--- src/rtl/ps2_key_receiver.sv ---
// PS/2 keyboard receiver: synchronises and de-glitches the PS/2 lines, decodes
// 11-bit frames, folds E0/F0 prefixes into flags and queues key events in a FWFT FIFO.
module ps2_key_receiver #(
  parameter int FILTER_LEN     = 4,
  parameter int TIMEOUT_CYCLES = 50000,
  parameter int FIFO_DEPTH     = 8
) (
  input  logic                          CLK,
  input  logic                          reset,
  input  logic                          PS2_CLK,
  input  logic                          PS2_DATA,
  input  logic                          rd_en,
  output logic                          rd_valid,
  output logic [9:0]                    rd_data,
  output logic [$clog2(FIFO_DEPTH):0]   fifo_count,
  output logic                          parity_err,
  output logic                          frame_err,
  output logic                          overflow
);

  localparam int FCW = (FILTER_LEN > 1) ? $clog2(FILTER_LEN) : 1;
  localparam int TCW = $clog2(TIMEOUT_CYCLES + 1);
  localparam int PW  = $clog2(FIFO_DEPTH);
  localparam int CW  = PW + 1;

  typedef enum logic [1:0] {ST_IDLE, ST_DATA, ST_PARITY, ST_STOP} state_t;

  // Frame is good when data bits plus parity bit hold an odd number of ones.
  function automatic logic odd_parity_ok(input logic [7:0] d, input logic p);
    return ^{d, p};
  endfunction

  logic           clk_meta_r, clk_sync_r, data_meta_r, data_sync_r;
  logic           clk_filt_r, data_filt_r, clk_prev_r;
  logic [FCW-1:0] clk_fcnt_r, data_fcnt_r;
  state_t         state_r, state_nxt_s;
  logic [2:0]     bit_cnt_r;
  logic [7:0]     shift_r;
  logic           par_r;
  logic [TCW-1:0] tmo_cnt_r;
  logic           ext_r, rel_r;
  logic           sample_s, timeout_s, par_ok_s;
  logic           push_s, perr_s, ferr_s, set_ext_s, set_rel_s;
  logic [9:0]     mem_r [FIFO_DEPTH];
  logic [PW-1:0]  wr_ptr_r, rd_ptr_r, rd_ptr_nxt_s;
  logic [CW-1:0]  count_nxt_s;
  logic [9:0]     wdata_s, head_nxt_s;
  logic           pop_s, full_s, push_ok_s, ovf_s;

  // Two-flop synchronisers for both PS/2 lines.
  always_ff @(posedge CLK) begin
    if (reset) begin
      clk_meta_r  <= 1'b1;
      clk_sync_r  <= 1'b1;
      data_meta_r <= 1'b1;
      data_sync_r <= 1'b1;
    end else begin
      clk_meta_r  <= PS2_CLK;
      clk_sync_r  <= clk_meta_r;
      data_meta_r <= PS2_DATA;
      data_sync_r <= data_meta_r;
    end
  end

  // Clock-line glitch filter: level follows only after FILTER_LEN differing samples.
  always_ff @(posedge CLK) begin
    if (reset) begin
      clk_filt_r <= 1'b1;
      clk_fcnt_r <= {FCW{1'b0}};
    end else if (clk_sync_r == clk_filt_r) begin
      clk_fcnt_r <= {FCW{1'b0}};
    end else if (clk_fcnt_r == FCW'(FILTER_LEN - 1)) begin
      clk_filt_r <= clk_sync_r;
      clk_fcnt_r <= {FCW{1'b0}};
    end else begin
      clk_fcnt_r <= clk_fcnt_r + FCW'(1);
    end
  end

  // Data-line glitch filter, same rule as the clock line.
  always_ff @(posedge CLK) begin
    if (reset) begin
      data_filt_r <= 1'b1;
      data_fcnt_r <= {FCW{1'b0}};
    end else if (data_sync_r == data_filt_r) begin
      data_fcnt_r <= {FCW{1'b0}};
    end else if (data_fcnt_r == FCW'(FILTER_LEN - 1)) begin
      data_filt_r <= data_sync_r;
      data_fcnt_r <= {FCW{1'b0}};
    end else begin
      data_fcnt_r <= data_fcnt_r + FCW'(1);
    end
  end

  // Previous filtered clock level for falling-edge detection.
  always_ff @(posedge CLK) begin
    if (reset) clk_prev_r <= 1'b1;
    else       clk_prev_r <= clk_filt_r;
  end

  assign sample_s  = clk_prev_r & ~clk_filt_r;
  assign timeout_s = (state_r != ST_IDLE) && !sample_s && (tmo_cnt_r == TCW'(TIMEOUT_CYCLES));
  assign par_ok_s  = odd_parity_ok(shift_r, par_r);

  // FSM state register.
  always_ff @(posedge CLK) begin
    if (reset) state_r <= ST_IDLE;
    else       state_r <= state_nxt_s;
  end

  // FSM next-state logic; a timeout abandons the frame from any non-idle state.
  always_comb begin
    state_nxt_s = state_r;
    if (timeout_s) begin
      state_nxt_s = ST_IDLE;
    end else if (sample_s) begin
      case (state_r)
        ST_IDLE:   state_nxt_s = data_filt_r ? ST_IDLE : ST_DATA;
        ST_DATA:   state_nxt_s = (bit_cnt_r == 3'd7) ? ST_PARITY : ST_DATA;
        ST_PARITY: state_nxt_s = ST_STOP;
        ST_STOP:   state_nxt_s = ST_IDLE;
        default:   state_nxt_s = ST_IDLE;
      endcase
    end else begin
      state_nxt_s = state_r;
    end
  end

  // FSM outputs: frame verdict decided in the stop-bit sample cycle.
  always_comb begin
    push_s    = 1'b0;
    perr_s    = 1'b0;
    ferr_s    = timeout_s;
    set_ext_s = 1'b0;
    set_rel_s = 1'b0;
    case (state_r)
      ST_STOP: begin
        if (sample_s) begin
          if (!data_filt_r)            ferr_s    = 1'b1;
          else if (!par_ok_s)          perr_s    = 1'b1;
          else if (shift_r == 8'hE0)   set_ext_s = 1'b1;
          else if (shift_r == 8'hF0)   set_rel_s = 1'b1;
          else                         push_s    = 1'b1;
        end else begin
          push_s = 1'b0;
        end
      end
      default: push_s = 1'b0;
    endcase
  end

  // Frame datapath: bit counter, LSB-first shifter, parity capture, timeout, prefix flags.
  always_ff @(posedge CLK) begin
    if (reset) begin
      bit_cnt_r  <= 3'd0;
      shift_r    <= 8'h00;
      par_r      <= 1'b0;
      tmo_cnt_r  <= {TCW{1'b0}};
      ext_r      <= 1'b0;
      rel_r      <= 1'b0;
      parity_err <= 1'b0;
      frame_err  <= 1'b0;
    end else begin
      case (state_r)
        ST_IDLE: if (sample_s) begin
          bit_cnt_r <= 3'd0;
          shift_r   <= 8'h00;
        end
        ST_DATA: if (sample_s) begin
          shift_r   <= {data_filt_r, shift_r[7:1]};
          bit_cnt_r <= bit_cnt_r + 3'd1;
        end
        ST_PARITY: if (sample_s) par_r <= data_filt_r;
        default: par_r <= par_r;
      endcase
      if (state_r == ST_IDLE || sample_s || timeout_s) tmo_cnt_r <= {TCW{1'b0}};
      else                                             tmo_cnt_r <= tmo_cnt_r + TCW'(1);
      if (push_s || perr_s || ferr_s) begin
        ext_r <= 1'b0;
        rel_r <= 1'b0;
      end else begin
        if (set_ext_s) ext_r <= 1'b1;
        if (set_rel_s) rel_r <= 1'b1;
      end
      parity_err <= perr_s;
      frame_err  <= ferr_s;
    end
  end

  assign wdata_s      = {ext_r, rel_r, shift_r};
  assign pop_s        = rd_en & rd_valid;
  assign full_s       = (fifo_count == CW'(FIFO_DEPTH));
  assign push_ok_s    = push_s & (!full_s | pop_s);
  assign ovf_s        = push_s & full_s & !pop_s;
  assign rd_ptr_nxt_s = pop_s ? rd_ptr_r + PW'(1) : rd_ptr_r;
  assign count_nxt_s  = fifo_count + CW'(push_ok_s) - CW'(pop_s);

  // Next FIFO head; a word written this cycle that becomes the head bypasses the array.
  always_comb begin
    if (count_nxt_s == {CW{1'b0}})                         head_nxt_s = 10'h000;
    else if (push_ok_s && (rd_ptr_nxt_s == wr_ptr_r))      head_nxt_s = wdata_s;
    else                                                   head_nxt_s = mem_r[rd_ptr_nxt_s];
  end

  // FIFO storage array.
  always_ff @(posedge CLK) begin
    if (push_ok_s) mem_r[wr_ptr_r] <= wdata_s;
  end

  // FIFO pointers, occupancy, registered head and sticky overflow.
  always_ff @(posedge CLK) begin
    if (reset) begin
      wr_ptr_r   <= {PW{1'b0}};
      rd_ptr_r   <= {PW{1'b0}};
      fifo_count <= {CW{1'b0}};
      rd_valid   <= 1'b0;
      rd_data    <= 10'h000;
      overflow   <= 1'b0;
    end else begin
      if (push_ok_s) wr_ptr_r <= wr_ptr_r + PW'(1);
      rd_ptr_r   <= rd_ptr_nxt_s;
      fifo_count <= count_nxt_s;
      rd_valid   <= (count_nxt_s != {CW{1'b0}});
      rd_data    <= head_nxt_s;
      if (ovf_s) overflow <= 1'b1;
    end
  end

endmodule

--- config.mk ---
export PLATFORM = sky130hd
export DESIGN_NAME = ps2_key_receiver
export DESIGN_NICKNAME = d
export VERILOG_FILES = /design/src/rtl/ps2_key_receiver.sv
export SDC_FILE = /design/constraint.sdc
export NUM_CORES = 1
export LEC_CHECK = 0
export BUFFER_PORTS_ARGS = -buffer_cell sky130_fd_sc_hd__buf_2
export CORE_MARGIN = 2
export CORE_UTILIZATION = 50
export DETAILED_ROUTE_END_ITERATION = 8
export PLACE_DENSITY = 0.71
export SLEW_MARGIN = 20
export SYNTH_ARGS = -nofsm -noshare
export SYNTH_HDL_FRONTEND = slang
export SYNTH_SLANG_ARGS = --single-unit
--- constraint.sdc ---
create_clock -name CLK -period 3.3 [get_ports CLK]
set_input_delay 0 -clock CLK [delete_from_list [all_inputs] [get_ports CLK]]
set_output_delay 0 -clock CLK [all_outputs]
set_load 0.01 [all_outputs]
==> results.py, run 1 <==
metrics = {
    "run_status": {
        "run_status": "finished, final reports clean",
    },
    "flow_run": {
        "drv_cap": 0,
    },
    "finish": {
        "final_nets": 607,
        "multi_input_area_mm2": 0.00226,
        "fill_cells": 921,
        "finalNonFillerCells": 749,
        "area_growth_pct": 21.4,
        "ff_latch_area_mm2": 0.00375,
        "drive_above_1_share_pct": 20.4,
        "antenna_cells": 0,
    },
    "synthesis": {
        "synthDistinctLibCells": 50,
        "synth_edf_count": 80,
        "synth-async-reset-ratio_pct": 0,
        "synthMuxAreaShare_pct": 3.64,
        "synth_compound_area_share_pct": 4.64,
        "synthesis.area_mm2": 0.00605,
        "synth_top_area_cell": "edfxtp_1",
        "synthTopCellsByArea": "edfxtp_1 40%, dfxtp_1 22%, nand2_1 6.0%",
        "syn_inst": 535,
        "synth_top_family_by_area": "simple AND/OR/NAND/NOR gates",
        "syn_avg_cell_area_um2": 11.3,
        "syn-num-nets": 553,
        "synth_warnings": 0,
        "yosysSeqAreaShare_pct": 61.9,
        "synth-xor-area-share_pct": 5.61,
        "ys.flop_type": "edfxtp_1",
        "yosys_register_bits": 147,
        "synth_fa_ha_area_share_pct": 2.81,
        "yosys.area_share.simple_pct": 19.2,
        "synth.top_cell.area_share_pct": 39.7,
    },
    "cts": {
        "cts_inserted_buffers": 17,
        "clock_path_buffers": 2,
        "h-tree-depth": 4,
        "cts-root-buf": "clkbuf_16",
        "cts_tree": "yes",
        "clk_latency_ns": 0.42,
        "cts.sinks": 147,
        "clkTransAtPathRegs_ns": 0.06,
    },
    "worst_setup_path": {
        "cp_cell_sequence": "xnor2_1 -> xnor3_2 -> xnor2_4 -> nand2_1 -> nand2_2 -> o21ai_2 -> ha_2 -> fa_2 -> xnor2_1 -> nor2_1 -> or3_1 -> o21bai_4 -> clkbuf_16 -> nand2_1 -> mux2i_1",
        "reg2reg_depth": 15,
        "slowest_stage": "xnor3_2",
        "r2r_start": "shift_r[1]",
        "required_ns": 3.60,
        "end_kind": "flip-flop",
        "worstSetupPathType": "reg2reg",
        "cp.arrival_ns": 3.58,
        "worst_path_largest_cell_delay_ns": 0.50,
        "timing.critical_path.fanout_max": 10,
        "r2r_slack_ns": 0.02,
        "crit_path_start_kind": "flip-flop",
        "r2r-end": "rd_data[1]",
    },
    "power_and_ir_drop": {
        "ir_drop_mv": 0.403,
        "p_per_area_mw_per_mm2": 755,
        "p_leak_nw": 2.72,
    },
    "placement": {
        "dpl.cell_count": 708,
        "dpl.hpwl_um": 7630,
        "io_buffers": 22,
        "pre_cts_slack_ns": -0.0158,
        "place_congestion": 0.785,
    },
    "grt": {
        "grt_usage_pct": 20.3,
        "antenna_found_initial": 0,
        "grt_overflow": 0,
        "grt_first_pass_wirelength_um": 20100,
        "grt_use_met2_pct": 34.1,
        "grt_max_degree": 38,
        "top_usage_layer": "met2",
        "grt.met1_usage_pct": 24.7,
        "grt_pass1_vias": 4076,
        "met3_usage_pct": 5.53,
    },
    "timing": {
        "fmax_mhz": 305,
        "tightestPinTransition_ns": 0.910,
        "fin_crit_sh_pct": 99.4,
        "setup_violations": 0,
        "finalHoldViolCount": 0,
        "relSlewSlack_pct": 39.3,
        "fin_tns_setup_ns": 0,
        "rsz0062_at_grt": "true",
        "fin_crit_ns": 3.28,
        "slew_viol_final": 0,
        "hold_ws_ns": 0.0651,
        "layout_setup_ws_ns": 0.0195,
        "skew_ns": 0.0127,
    },
    "routing": {
        "viasPerCell": 5.47,
        "dr.pass1.iters": 4,
        "wirelength_um": 12300,
        "ant_nets": 0,
        "drcViolationCount": 0,
        "drt-wirelength-per-cell_um": 16.4,
        "dr.first_iter.drc_count": 266,
        "num_vias": 4097,
    },
    "die": {
        "core_area_mm2": 0.0119,
        "die_x_um": 114,
        "start_util_pct": 50.8,
        "io-pin-count": 23,
        "fp.dieH_um": 114,
        "rows": 40,
        "die-area_mm2": 0.0130,
    },
    "hold_path": {
        "worstHoldStart": "rd_en",
        "whs_endpoint": "rd_ptr_r[1]",
        "hold_path_class": "in2reg",
        "min_path_cells": 4,
    },
}
-- cells in the mapped netlist, drive strengths merged, types with 5 or more instances --
cell type / instances
nand2: 98
edfxtp: 80
dfxtp: 67
nor2: 47
nand3: 41
clkbuf: 22
mux2i: 22
a21oi: 18
xnor2: 17
xor2: 16
nand4: 13
ha: 12
a32oi: 10
inv: 7
or2: 7
and3: 5
nor2b: 5
nor3: 5
or3: 5
-- critical path, delay by kind of cell (launching register included) --
kind / cells / cell delay (ns)
buffers and inverters: 1 / 0.22
AO/OA/AOI/OAI: 2 / 0.29
multiplexers: 1 / 0.07
flip-flops: 1 / 0.33
XOR/XNOR: 4 / 1.05
adder cells (fa/ha/maj): 2 / 0.53
AND/OR/NAND/NOR: 5 / 0.65
-- registers in the layout (all words and copies together) (netlist names), 2 cells and up, named ones only --
signal / cells
bit_cnt_r: 3
clk_fcnt_r: 2
data_fcnt_r: 2
fifo_count: 4
mem_r: 80
rd_data: 10
rd_ptr_r: 3
shift_r: 8
tmo_cnt_r: 16
wr_ptr_r: 3
-- metrics by stage --
stage / util (%) / area, um2 / total power [mW]
2_1_floorplan: - / 6060 / 2.87
3_3_place_gp: 54.7 / 6520 / 3.21
3_5_place_dp: 54.7 / 6520 / 3.26
4_1_cts: 61.3 / 7310 / 5.62
5_1_grt: 61.6 / 7340 / 5.77
6_report: 61.6 / 7340 / 5.54
-- cell families after synthesis --
group,count (synthesis)
compound gates,42
xor+xnor,34
fa+ha+maj,13
buf+inv,33
flops,147
mux,22
simple gates,244
-- worst max path at each step --
stage	startpoint	end	slack, ns	cells after the start
after floorplan	shift_r[2]	rd_data[0]	0.01	15
after global placement	shift_r[1]	rd_data[2]	0.05	15
after detailed placement	shift_r[1]	rd_data[8]	-0.02	15
after CTS	shift_r[4]	rd_data[1]	0.0009	13
after global routing	shift_r[1]	rd_data[0]	-0.1	15
final	shift_r[1]	rd_data[1]	0.02	15
-- routing by layer --
| metal | vias up | wire length [um] |
|---|---|---|
| met5 | - | 0 |
| met4 | 0 | 141 |
| met3 | 10 | 495 |
| met2 | 89 | 6310 |
| met1 | 1981 | 5330 |
| li1 | 2017 | - |
-- report_power, final --
| group | internal, mW | switching, mW |
|---|---|---|
| Clock | 1.35 | 0.757 |
| Sequential | 2.01 | 0.0532 |
| Combinational | 0.604 | 0.764 |
-- cell type report --
cell class,instances,share of cell area (%)
Sequential cell,147,51.1
Multi-Input combinational cell,355,30.8
Timing Repair Buffer,61,6.26
Clock buffer,17,5.80
Clock inverter,15,3.12
Tap cell,147,2.51
Inverter,7,0.358
-- placed cells by master (no fill, tap or decap), types with 3 or more instances in the layout --
cell | synthesis | layout
a21oi_1 | 18 | 18
nor3_1 | 5 | 5
a32oi_1 | 10 | 10
dfxtp_1 | 67 | 62
buf_2 | 1 | 22
or3_1 | 5 | 5
inv_1 | 7 | 7
or2_2 | 6 | 6
xnor2_2 | 1 | 4
nand3_1 | 40 | 40
nor2b_1 | 5 | 4
and3_1 | 5 | 5
xor2_1 | 16 | 16
edfxtp_1 | 80 | 80
nand2_1 | 97 | 96
nor3b_1 | 3 | 3
nand4_1 | 13 | 13
inv_6 | 0 | 3
nor2_1 | 46 | 46
clkinv_4 | 0 | 4
dfxtp_2 | 0 | 5
ha_1 | 12 | 11
nand2b_1 | 3 | 3
buf_4 | 0 | 33
xnor2_1 | 15 | 12
mux2i_1 | 22 | 22
bufinv_16 | 0 | 5
clkbuf_16 | 0 | 19
-- what timing repair did --
item / CTS / global route
buffers inserted: 2 / 3
hold buffers: 2 / 0
pin swaps: 5 / 6
cloned: 2 / 0
endpoints found under the hold margin: 2 / 0
resized for setup: 13 / 6
endpoints found under the setup margin: 10 / 10
Power figures use the tool's default switching activity.
==> run 2, diff against run 1 <==
--- a/config.mk
+++ b/config.mk
@@ -6,10 +6,12 @@
 export NUM_CORES = 1
 export LEC_CHECK = 0
 export BUFFER_PORTS_ARGS = -buffer_cell sky130_fd_sc_hd__buf_2
+export CELL_PAD_IN_SITES_DETAIL_PLACEMENT = 1
+export CELL_PAD_IN_SITES_GLOBAL_PLACEMENT = 2
 export CORE_MARGIN = 2
-export CORE_UTILIZATION = 50
+export CORE_UTILIZATION = 38
 export DETAILED_ROUTE_END_ITERATION = 8
-export PLACE_DENSITY = 0.71
+export PLACE_DENSITY = 0.78
 export SLEW_MARGIN = 20
 export SYNTH_ARGS = -nofsm -noshare
 export SYNTH_HDL_FRONTEND = slang
==> constraint.sdc (replaced) <==
create_clock -name CLK -period 3.3 [get_ports CLK]
set_input_delay 0 -clock CLK [delete_from_list [all_inputs] [get_ports CLK]]
set_output_delay 0 -clock CLK [all_outputs]
set_load 0.005 [all_outputs]
==> run 2 against run 1 <==
Against the previous run:
- the flow now finishes with violations (negative setup slack)
- power decreased by 1.7%
- via count rose by 1.7%
- sequential power hardly changed
- register-to-register slack got worse by 0.06 ns
- first-iteration DRC count is 36% lower
- wire length up 18%
- worst setup slack lost 0.064 ns
- sequential share of layout area down 0.70 points
- critical path type unchanged
==> results.py, run 2 (synthesized netlist as in run 1, its figures left out) <==
metrics = {
    "cts": {
        "clock_path_buffers": 2,
        "clk_latency_ns": 0.42,
        "cts-root-buf": "clkbuf_16",
        "cts_tree": "yes",
        "cts_inserted_buffers": 17,
        "h-tree-depth": 4,
        "cts.sinks": 147,
        "clkTransAtPathRegs_ns": 0.06,
    },
    "routing": {
        "ant_nets": 0,
        "drcViolationCount": 0,
        "viasPerCell": 5.05,
        "drt-wirelength-per-cell_um": 17.5,
        "dr.pass1.iters": 4,
        "num_vias": 4165,
        "wirelength_um": 14500,
        "dr.first_iter.drc_count": 171,
    },
    "finish": {
        "final_nets": 613,
        "final_common_cell": "nand2_1",
        "largest_reg_flops": 80,
        "drive_above_1_share_pct": 21.1,
        "largest_register": "mem_r",
        "mostFrequentLayoutCells": "91 x nand2_1, 80 x edfxtp_1, 61 x dfxtp_1",
        "antenna_cells": 0,
        "final_design_area_no_fill_mm2": 0.00744,
        "top_regs": "mem_r x80, tmo_cnt_r x16, rd_data x10",
        "area_growth_pct": 23.1,
    },
    "placement": {
        "io_buffers": 22,
        "place_congestion": 0.740,
        "dpl_cell_area_mm2": 0.00662,
        "pre_cts_slack_ns": -0.0686,
        "dpl.hpwl_um": 9020,
    },
    "grt": {
        "grt_overflow": 0,
        "grt_first_pass_wirelength_um": 23400,
        "antenna_found_initial": 0,
        "grt_pass1_vias": 4422,
        "grt_usage_pct": 18.5,
        "grt_max_degree": 41,
    },
    "worst_setup_path": {
        "crit_path_start_kind": "flip-flop",
        "startpoint": "shift_r[1]",
        "cp.arrival_ns": 3.64,
        "worst_path_largest_cell_delay_ns": 0.49,
        "r2r_slack_ns": -0.04,
        "reg2reg_depth": 14,
        "slowest_stage": "xnor3_2",
        "required_ns": 3.60,
        "r2r_start": "shift_r[1]",
        "timing.critical_path.fanout_max": 10,
        "worstSetupPathType": "reg2reg",
        "end_kind": "flip-flop",
        "crit_end": "rd_data[1]",
        "r2r-end": "rd_data[1]",
        "cp_cell_sequence": "xnor2_1 -> xnor3_2 -> xnor2_4 -> buf_4 -> nand3_4 -> o21ai_2 -> ha_2 -> fa_2 -> nor2b_4 -> or3_1 -> o21bai_4 -> clkbuf_16 -> nand2_1 -> mux2i_1",
    },
    "timing": {
        "relSlewSlack_pct": 41.5,
        "skew_ns": 0.00946,
        "layout_setup_ws_ns": -0.0443,
        "finalHoldViolCount": 0,
        "fmax_mhz": 299,
        "setup_violations": 10,
        "rsz0062_at_grt": "true",
        "tightestPinTransition_ns": 0.872,
        "fin_crit_ns": 3.34,
        "slew_viol_final": 0,
        "fin_crit_sh_pct": 101,
    },
    "die": {
        "die_x_um": 130,
        "core_area_mm2": 0.0157,
        "die-area_mm2": 0.0169,
        "fp.dieH_um": 130,
        "io-pin-count": 23,
        "rows": 46,
        "start_util_pct": 38.5,
    },
    "run_status": {
        "run_status": "finished with violations",
        "violations": "negative setup slack",
    },
    "flow_run": {
        "drv_cap": 0,
    },
    "power_and_ir_drop": {
        "ir_drop_mv": 0.400,
        "p_per_area_mw_per_mm2": 732,
        "p_leak_nw": 2.73,
        "finalPower_mw": 5.45,
    },
    "hold_path": {
        "hold_path_class": "in2reg",
        "worstHoldStart": "rd_en",
    },
}
## run 2: cell types whose count changed in the layout (fill, tap and decap cells not counted), sizes merged
cell,previous run,this run
clkbuf,19,28
buf,57,63
clkinv,6,3
inv,10,7
bufinv,5,3
clkinvlp,1,0
## run 2: critical path: cells and delay by family, from the launching register on
kind                       cells  cell delay [ns]
muxes                          1             0.07
adders and majority gates      2             0.64
xor gates and xnor gates       3             0.85
buffers and inverters          2             0.37
AOI/OAI and AO/OA              2             0.36
DFF                            1             0.33
and+or+nand+nor                4             0.57
## run 2: worst min path at each step
stage          cells past startpoint     endpoint  slack, ns
4_1_cts                            4  rd_ptr_r[1]       0.03
5_1_grt                            4  rd_ptr_r[1]       0.08
2_1_floorplan                      1   clk_meta_r       0.10
3_5_place_dp                       2  data_meta_r       0.19
3_3_place_gp                       2   clk_meta_r       0.19
6_report                           4  rd_ptr_r[1]       0.05
## run 2: what timing repair did
| action | 4_1_cts | 5_1_grt |
|---|---|---|
| pin swaps | 8 | 7 |
| gates resized for setup | 19 | 7 |
| endpoints found under the hold margin | 2 | 0 |
| gates cloned | 2 | 0 |
| setup endpoints to repair | 10 | 11 |
| setup buffers | 2 | 8 |
| hold buffers | 2 | 0 |
## run 2: layout make-up
type                    instances  area [um2]
clock buffers                  26         489
clock inverters                 6         101
fillers                      1695        8270
inverters                       7        26.3
multi-input cells             355        2300
flip-flops and latches        147        3750
well taps                     216         270
repair buffers                 67         504
## run 2: where the power goes
part           switching, mW  internal [mW]  total, mW
registers             0.0543           2.02       2.07
logic                  0.808          0.634       1.44
clock network          0.693           1.24       1.93
## run 2: metrics by stage
step / hold slack, ns / cells / utilization (%) / setup TNS, ns
after floorplan: 0.104 / 535 / - / 0
after global placement: 0.187 / 778 / 42.1 / 0
after detailed placement: 0.186 / 778 / 42.1 / -0.530
after CTS: 0.0302 / 816 / 46.8 / -0.326
after global routing: 0.0823 / 824 / 47.4 / -1.54
final: 0.0482 / 824 / 47.4 / -0.240
## run 2: per-layer routing
layer | vias to the layer above | GRT usage [%] | part of all wire (%)
li1 | 2008 | - | -
met1 | 2076 | 22.5 | 44
met2 | 61 | 31.8 | 51
met3 | 20 | 4.92 | 3.2
met4 | 0 | 6.70 | 1.6
met5 | - | 0 | 0
